===== config.mk =====
export PLATFORM = sky130hd
export DESIGN_NAME = dmem_arbiter
export DESIGN_NICKNAME = d
export VERILOG_FILES = /design/src/rtl/dmem_arbiter_pkg.sv /design/src/rtl/dmem_arbiter_rr_arb2.sv /design/src/rtl/dmem_arbiter.sv
export SDC_FILE = /design/constraint.sdc
export NUM_CORES = 1
export LEC_CHECK = 0
export CELL_PAD_IN_SITES_DETAIL_PLACEMENT = 1
export CELL_PAD_IN_SITES_GLOBAL_PLACEMENT = 2
export CORE_UTILIZATION = 22
export CTS_CLUSTER_DIAMETER = 80
export DETAILED_ROUTE_END_ITERATION = 7
export PLACE_DENSITY_LB_ADDON = 0.12
export SYNTH_ARGS = -nofsm -noshare
export SYNTH_HDL_FRONTEND = slang
export SYNTH_SLANG_ARGS = --single-unit

===== constraint.sdc =====
create_clock -name clk -period 2.33 [get_ports clk]
set_input_delay 0.5825 -clock clk [delete_from_list [all_inputs] [get_ports clk]]
set_output_delay 0.5825 -clock clk [all_outputs]
set_load 0.02 [all_outputs]

===== src/rtl/dmem_arbiter_pkg.sv =====
// -----------------------------------------------------------------------------
// dmem_arbiter_pkg
// Shared definitions for the data-memory arbiter slice: sequencer state
// encoding, requester port identifiers and the word-alignment helper.
// No ports (package).
// -----------------------------------------------------------------------------
package dmem_arbiter_pkg;

    // Sequencer states; the encoding is fixed so waveforms read the same
    // across every arbiter built on this package.
    typedef enum logic [1:0] {
        IDLE   = 2'd0,
        ACCESS = 2'd1,
        DONE   = 2'd2
    } state_t;

    // Requester identifiers: port 0 is the core load/store unit, port 1 is
    // the test/loader master.
    localparam logic P_CORE = 1'b0;
    localparam logic P_LOAD = 1'b1;

    // Low address bits that must be zero for a word access.
    localparam logic [1:0] WORD_MASK = 2'b11;

    // True when a byte address does not point at a word boundary.
    function automatic logic is_misaligned(input logic [1:0] addr_lo);
        return (addr_lo & WORD_MASK) != 2'b00;
    endfunction

endpackage


===== src/rtl/dmem_arbiter_rr_arb2.sv =====
// -----------------------------------------------------------------------------
// rr_arb2
// Two-input round-robin grant. The grant itself is combinational; a single
// last_gnt flop remembers who won the previous grant so that a tie goes to
// the other port. Written to be reused by the instruction-memory arbiter.
//
// Ports:
//   clk        in   system clock, rising edge
//   rst        in   synchronous active-high reset (last_gnt -> P_LOAD so the
//                   core wins the first tie)
//   req[1:0]   in   request lines, bit i belongs to port i
//   take       in   the owner accepts the current grant this cycle
//   gnt_valid  out  at least one request is present
//   gnt_id     out  id of the port that would be granted now
// -----------------------------------------------------------------------------
module rr_arb2
    import dmem_arbiter_pkg::*;
(
    input  logic       clk,
    input  logic       rst,
    input  logic [1:0] req,
    input  logic       take,
    output logic       gnt_valid,
    output logic       gnt_id
);

    logic last_gnt;

    // A lone request wins outright; with both high the port that did not
    // win last time gets the grant, which makes grants alternate under load.
    always_comb begin
        gnt_valid = |req;
        gnt_id    = P_CORE;
        if (req[0] && req[1]) begin
            gnt_id = ~last_gnt;
        end else if (req[1]) begin
            gnt_id = P_LOAD;
        end
    end

    // History only moves when the grant is actually consumed, so a request
    // that is merely visible while the owner is busy does not skew fairness.
    always_ff @(posedge clk) begin
        if (rst) begin
            last_gnt <= P_LOAD;
        end else if (take && gnt_valid) begin
            last_gnt <= gnt_id;
        end
    end

endmodule


===== src/rtl/dmem_arbiter.sv =====
// -----------------------------------------------------------------------------
// dmem_arbiter
// Serialises word transactions from the core (port 0) and the loader (port 1)
// onto the single-port DataMemory. A grant latches the request fields, the
// memory strobe is held for MEM_LAT cycles, read_data is captured on the last
// of them and the owning port gets a one-cycle done pulse. Misaligned
// addresses skip the memory entirely and complete with err set.
//
// Ports:
//   clk, rst                 clock and synchronous active-high reset
//   mX_req/we/addr/wdata     request from port X, held until mX_done
//   mX_done                  one-cycle completion pulse for port X
//   mX_err                   misaligned flag, valid with mX_done
//   mX_rdata                 read data, held until the next mX_done
//   MemRead, MemWrite        memory strobes (never both high)
//   addr, write_data         memory address / write data (hold after access)
//   read_data                memory read data
//   busy                     sequencer is not in IDLE
// All outputs are registered.
// -----------------------------------------------------------------------------
module dmem_arbiter
    import dmem_arbiter_pkg::*;
#(
    parameter int ADDR_W  = 32,
    parameter int DATA_W  = 32,
    parameter int MEM_LAT = 1
) (
    input  logic              clk,
    input  logic              rst,
    input  logic              m0_req,
    input  logic              m0_we,
    input  logic [ADDR_W-1:0] m0_addr,
    input  logic [DATA_W-1:0] m0_wdata,
    output logic              m0_done,
    output logic              m0_err,
    output logic [DATA_W-1:0] m0_rdata,
    input  logic              m1_req,
    input  logic              m1_we,
    input  logic [ADDR_W-1:0] m1_addr,
    input  logic [DATA_W-1:0] m1_wdata,
    output logic              m1_done,
    output logic              m1_err,
    output logic [DATA_W-1:0] m1_rdata,
    output logic              MemRead,
    output logic              MemWrite,
    output logic [ADDR_W-1:0] addr,
    output logic [DATA_W-1:0] write_data,
    input  logic [DATA_W-1:0] read_data,
    output logic              busy
);

    localparam int CNT_W = 4;

    state_t            state, state_nxt;
    logic              own_q, own_nxt;
    logic              we_q, we_nxt;
    logic [CNT_W-1:0]  cnt_q, cnt_nxt;
    logic [ADDR_W-1:0] addr_nxt;
    logic [DATA_W-1:0] wdata_nxt;
    logic              mem_rd_nxt, mem_wr_nxt;
    logic [1:0]        done_nxt, err_nxt;
    logic [DATA_W-1:0] rdata0_nxt, rdata1_nxt;
    logic              busy_nxt;

    logic              gnt_valid, gnt_id;
    logic              sel_we;
    logic [ADDR_W-1:0] sel_addr;
    logic [DATA_W-1:0] sel_wdata;

    // Requests are only consumed in IDLE, so the arbiter history advances
    // exactly once per transaction.
    rr_arb2 u_arb (
        .clk       (clk),
        .rst       (rst),
        .req       ({m1_req, m0_req}),
        .take      (state == IDLE),
        .gnt_valid (gnt_valid),
        .gnt_id    (gnt_id)
    );

    // Fields of whichever port the arbiter would grant this cycle.
    always_comb begin
        sel_we    = gnt_id ? m1_we    : m0_we;
        sel_addr  = gnt_id ? m1_addr  : m0_addr;
        sel_wdata = gnt_id ? m1_wdata : m0_wdata;
    end

    // Next-state and next-output logic. Because every output is a flop, the
    // values computed here are what the outputs show in the following cycle:
    // strobes are raised on the grant so they are visible for the first
    // ACCESS cycle, and dropped on the last ACCESS cycle so DONE sees them low.
    always_comb begin
        state_nxt  = state;
        own_nxt    = own_q;
        we_nxt     = we_q;
        cnt_nxt    = cnt_q;
        addr_nxt   = addr;
        wdata_nxt  = write_data;
        mem_rd_nxt = 1'b0;
        mem_wr_nxt = 1'b0;
        done_nxt   = 2'b00;
        err_nxt    = 2'b00;
        rdata0_nxt = m0_rdata;
        rdata1_nxt = m1_rdata;

        case (state)
            IDLE: begin
                if (gnt_valid) begin
                    own_nxt = gnt_id;
                    we_nxt  = sel_we;
                    if (is_misaligned(sel_addr[1:0])) begin
                        // Bad address: complete immediately with err and
                        // leave memory and the rdata registers untouched.
                        state_nxt        = DONE;
                        done_nxt[gnt_id] = 1'b1;
                        err_nxt[gnt_id]  = 1'b1;
                    end else begin
                        state_nxt  = ACCESS;
                        addr_nxt   = sel_addr;
                        wdata_nxt  = sel_wdata;
                        cnt_nxt    = CNT_W'(MEM_LAT - 1);
                        mem_wr_nxt = sel_we;
                        mem_rd_nxt = ~sel_we;
                    end
                end
            end
            ACCESS: begin
                if (cnt_q == '0) begin
                    state_nxt       = DONE;
                    done_nxt[own_q] = 1'b1;
                    if (!we_q) begin
                        if (own_q == P_LOAD) begin
                            rdata1_nxt = read_data;
                        end else begin
                            rdata0_nxt = read_data;
                        end
                    end
                end else begin
                    cnt_nxt    = cnt_q - 4'd1;
                    mem_wr_nxt = we_q;
                    mem_rd_nxt = ~we_q;
                end
            end
            DONE: begin
                state_nxt = IDLE;
            end
            default: begin
                state_nxt = IDLE;
            end
        endcase

        busy_nxt = (state_nxt != IDLE);
    end

    // State and output registers. Reset clears everything so an access cut
    // short by reset drops its strobes on the next edge and never reports done.
    always_ff @(posedge clk) begin
        if (rst) begin
            state      <= IDLE;
            own_q      <= P_CORE;
            we_q       <= 1'b0;
            cnt_q      <= '0;
            addr       <= '0;
            write_data <= '0;
            MemRead    <= 1'b0;
            MemWrite   <= 1'b0;
            m0_done    <= 1'b0;
            m1_done    <= 1'b0;
            m0_err     <= 1'b0;
            m1_err     <= 1'b0;
            m0_rdata   <= '0;
            m1_rdata   <= '0;
            busy       <= 1'b0;
        end else begin
            state      <= state_nxt;
            own_q      <= own_nxt;
            we_q       <= we_nxt;
            cnt_q      <= cnt_nxt;
            addr       <= addr_nxt;
            write_data <= wdata_nxt;
            MemRead    <= mem_rd_nxt;
            MemWrite   <= mem_wr_nxt;
            m0_done    <= done_nxt[0];
            m1_done    <= done_nxt[1];
            m0_err     <= err_nxt[0];
            m1_err     <= err_nxt[1];
            m0_rdata   <= rdata0_nxt;
            m1_rdata   <= rdata1_nxt;
            busy       <= busy_nxt;
        end
    end

endmodule


==> impl_metrics.py, run 1 <==
metrics = {
    "placement": {
        "io_buffers": 300,
        "hpwl_um": 16240,
        "placed_cells": 1243,
        "place.gp.congestion": 0.7726,
    },
    "global_route": {
        "antenna_found_initial": 0,
        "grt_max_degree": 67,
        "grt_pass1_wl_um": 35000,
        "grt_pass1_vias": 6404,
        "gr-usage-all-layers": 0.1612,
        "overflow": 0,
    },
    "synth": {
        "synthesis.nets": 815,
        "netlist_area_um2": 5982,
        "yosys_warnings": 0,
        "synth_top_cell_by_area": "dfxtp_1",
        "syn-instance-count": 647,
        "async_flop_share": 0,
        "ys_types": 41,
        "syn_area_per_cell_um2": 9.246,
        "synth_edf_count": 0,
        "synth.area.top_cells": "dfxtp_1, mux2i_1, a21oi_1",
        "yosysTopAreaCellShare": 0.4819,
        "ys_seq_elements": 144,
        "ys.flop_type": "dfxtp_1",
        "yosysSeqAreaShare": 0.4819,
    },
    "final_layout": {
        "fillers": 2967,
        "final_cell_mix": "clkdlybuf4s50_1, dfxtp_1, nand2_1, a21oi_1, mux2i_1",
        "layout.nets": 1095,
        "drive_gt1_frac": 0.1064,
        "multiInputGateArea_um2": 2781,
        "final_common_cell": "clkdlybuf4s50_1",
        "syn2layout_area_growth_pct": 66.35,
        "diodes": 0,
        "regArea_um2": 2883,
        "stdcell_count": 1275,
    },
    "clock_tree": {
        "clock-sinks": 144,
        "ctsLongestPathBuffers": 2,
        "clkSlewWorstSetupHoldPaths_ns": 0.06,
        "cts_tree": "done",
        "hold_buffers": 0,
        "cts_resized": 0,
        "cts-root-buf": "clkbuf_16",
        "postCtsSetupRepairBufs": 0,
        "cts-htree-levels": 4,
        "clock_latency_ns": 0.42,
        "cts_buffers": 17,
    },
    "critical_path": {
        "critPathMaxStageDelay_ns": 0.45,
        "cp_top_family": "simple AND/OR/NAND/NOR gates",
        "worstPathArrival_ns": 2.39,
        "critical_path_required_ns": 2.63,
        "rrSetupSlack_ns": 0.23,
        "rr_endpoint": "m0_rdata[1]",
        "path_buf_inv": 2,
        "r2r_start": "cnt_q[0]",
        "worstSetupPathType": "flip-flop to flip-flop",
        "cp_max_fo": 32,
        "crit_slowest_cell": "or3b_1",
        "cp-start-kind": "flip-flop",
        "crit_chain": "inv_1 -> ha_1 -> or3b_1 -> or4_1 -> buf_4 -> nand2_1 -> a21oi_1",
        "end_kind": "flip-flop",
        "ff2ff_path_depth": 7,
    },
    "power_and_ir_drop": {
        "switching_share": 0.2749,
        "pwr-share-clk": 0.400,
        "p_seq_frac": 0.396,
        "pwr-share-comb": 0.204,
        "p_leak_nw": 3.366,
        "p_int_mw": 4.907,
        "p_switching_mw": 1.861,
        "total_power_mw": 6.768,
        "ir_worst_vdd_v": 0.0004151,
        "powerDensity_nw_per_um2": 680.1,
    },
    "sta": {
        "maxSlewHeadroom": 0.6857,
        "fin_crit_ns": 2.097,
        "worstMarginPinSlew_ns": 0.4714,
        "period_share": 0.9001,
        "max_freq_mhz": 476.8,
        "hold_slack_ns": 0.4547,
        "setup_viol": 0,
        "hold_violations": 0,
        "rsz0062_at_grt": "no",
        "tns_ns": 0,
        "skew_ns": 0.01151,
        "maxSlewViolCount": 0,
    },
    "min_path": {
        "min_to": "m1_rdata[28]",
        "holdPathStages": 2,
        "hp-class": "flip-flop to flip-flop",
        "min_from": "m1_rdata[28]",
    },
    "detailed_routing": {
        "drc_errors": 0,
        "viasPerCell": 4.574,
        "ant_nets": 0,
        "drtPass1Iterations": 4,
        "wire_per_inst_um": 17.44,
        "routed_wl_um": 22230,
        "drtIter0Drc": 168,
        "vias": 5832,
    },
    "job": {
        "max-cap-violations": 0,
    },
    "floorplanning": {
        "io_pins": 301,
        "num_rows": 59,
        "placeableCoreArea_um2": 26350,
        "initial_utilization": 0.2270,
        "die_w_um": 166.9,
        "die_area_um2": 27850,
        "fp.dieH_um": 166.9,
    },
    "run_status": {
        "status": "completed",
    },
}
==> per-stage QoR <==
stage | area (µm²) | setup WS, ns | util
after floorplan | 5982 | 0.4006 | -
after global placement | 9368 | -0.05893 | 0.3555
after global routing | 9951 | 0.1178 | 0.3776
after detailed placement | 9368 | -0.1750 | 0.3555
final | 9951 | 0.2327 | 0.3776
after CTS | 9951 | 0.2305 | 0.3776
==> power groups by stage <==
stage          sequential (mW)  combinational (mW)  clock [mW]
2_1_floorplan             2.87               0.515           0
6_report                  2.68                1.38        2.71
3_3_place_gp              2.73                1.38           0
3_5_place_dp              2.73                1.40           0
5_1_grt                   2.70                1.49        2.92
4_1_cts                   2.68                1.41        2.82
==> tightest hold or removal path: stages, from the launching register on <==
cell	delay (ns)
dfxtp_1	0.31
nand2_1	0.05
a21oi_1	0.05
==> state kept, by name, summed over array words and instances, names as in the netlist, 2 cells and up <==
name        count
addr           32
m0_rdata       32
m1_rdata       32
write_data     32
cnt_q           4
state           2
==> per-layer routing <==
metal | vias up | global-route usage | routed length (µm)
li1 | 2832 | - | -
met3 | 20 | 0.05490 | 1625
met5 | - | 0 | 0
met1 | 2776 | 0.1894 | 9685
met4 | 0 | 0.05274 | 344
met2 | 204 | 0.2736 | 10580
==> cells in the mapped netlist, types with 3 or more instances <==
master	instances
dfxtp_1	144
nand2_1	123
a21oi_1	117
mux2i_1	63
a211oi_1	49
buf_2	27
clkbuf_1	24
a211oi_2	14
nor2_1	11
a21oi_2	10
nand2_2	10
buf_6	9
inv_1	3
o32ai_1	3
==> cells by family (layout without fill, tap and decap cells) <==
| group | after synthesis | after routing | share of synthesized area |
|---|---|---|---|
| adder cells (fa/ha/maj) | 2 | 2 | 0.004183 |
| AO/OA/AOI/OAI | 200 | 200 | 0.2163 |
| XOR/XNOR | 2 | 2 | 0.002929 |
| AND/OR/NAND/NOR | 170 | 170 | 0.1284 |
| flip-flops | 144 | 144 | 0.4819 |
| buffers and inverters | 65 | 358 | 0.05836 |
| multiplexers | 64 | 64 | 0.1079 |
==> worst max-delay path by stage <==
stage	from	depth (start not counted)	to
floorplan	cnt_q[0]	9	m0_rdata[18]
global placement	m1_req	6	MemWrite
detailed placement	m1_req	6	MemWrite
CTS	cnt_q[0]	7	m0_rdata[1]
global route	cnt_q[0]	7	m0_rdata[1]
finish	cnt_q[0]	7	m0_rdata[1]
==> area by class of cell <==
| class | count | area share |
|---|---|---|
| flip-flops and latches | 144 | 0.2897 |
| inverters | 3 | 0.001132 |
| clock inverters | 12 | 0.01371 |
| multi-input cells | 438 | 0.2795 |
| clock buffers | 20 | 0.04489 |
| repair buffers | 323 | 0.3289 |
| well taps | 335 | 0.04212 |
(Power assumes the default switching activity.)
==> run 2, diff against run 1 <==
--- a/config.mk
+++ b/config.mk
@@ -11,6 +11,7 @@
 export CTS_CLUSTER_DIAMETER = 80
 export DETAILED_ROUTE_END_ITERATION = 7
 export PLACE_DENSITY_LB_ADDON = 0.12
+export SKIP_CTS_REPAIR_TIMING = 1
 export SYNTH_ARGS = -nofsm -noshare
 export SYNTH_HDL_FRONTEND = slang
 export SYNTH_SLANG_ARGS = --single-unit
==> results of run 2 <==
Same layout as run 1: the final DEF is identical, and so are final timing and power.
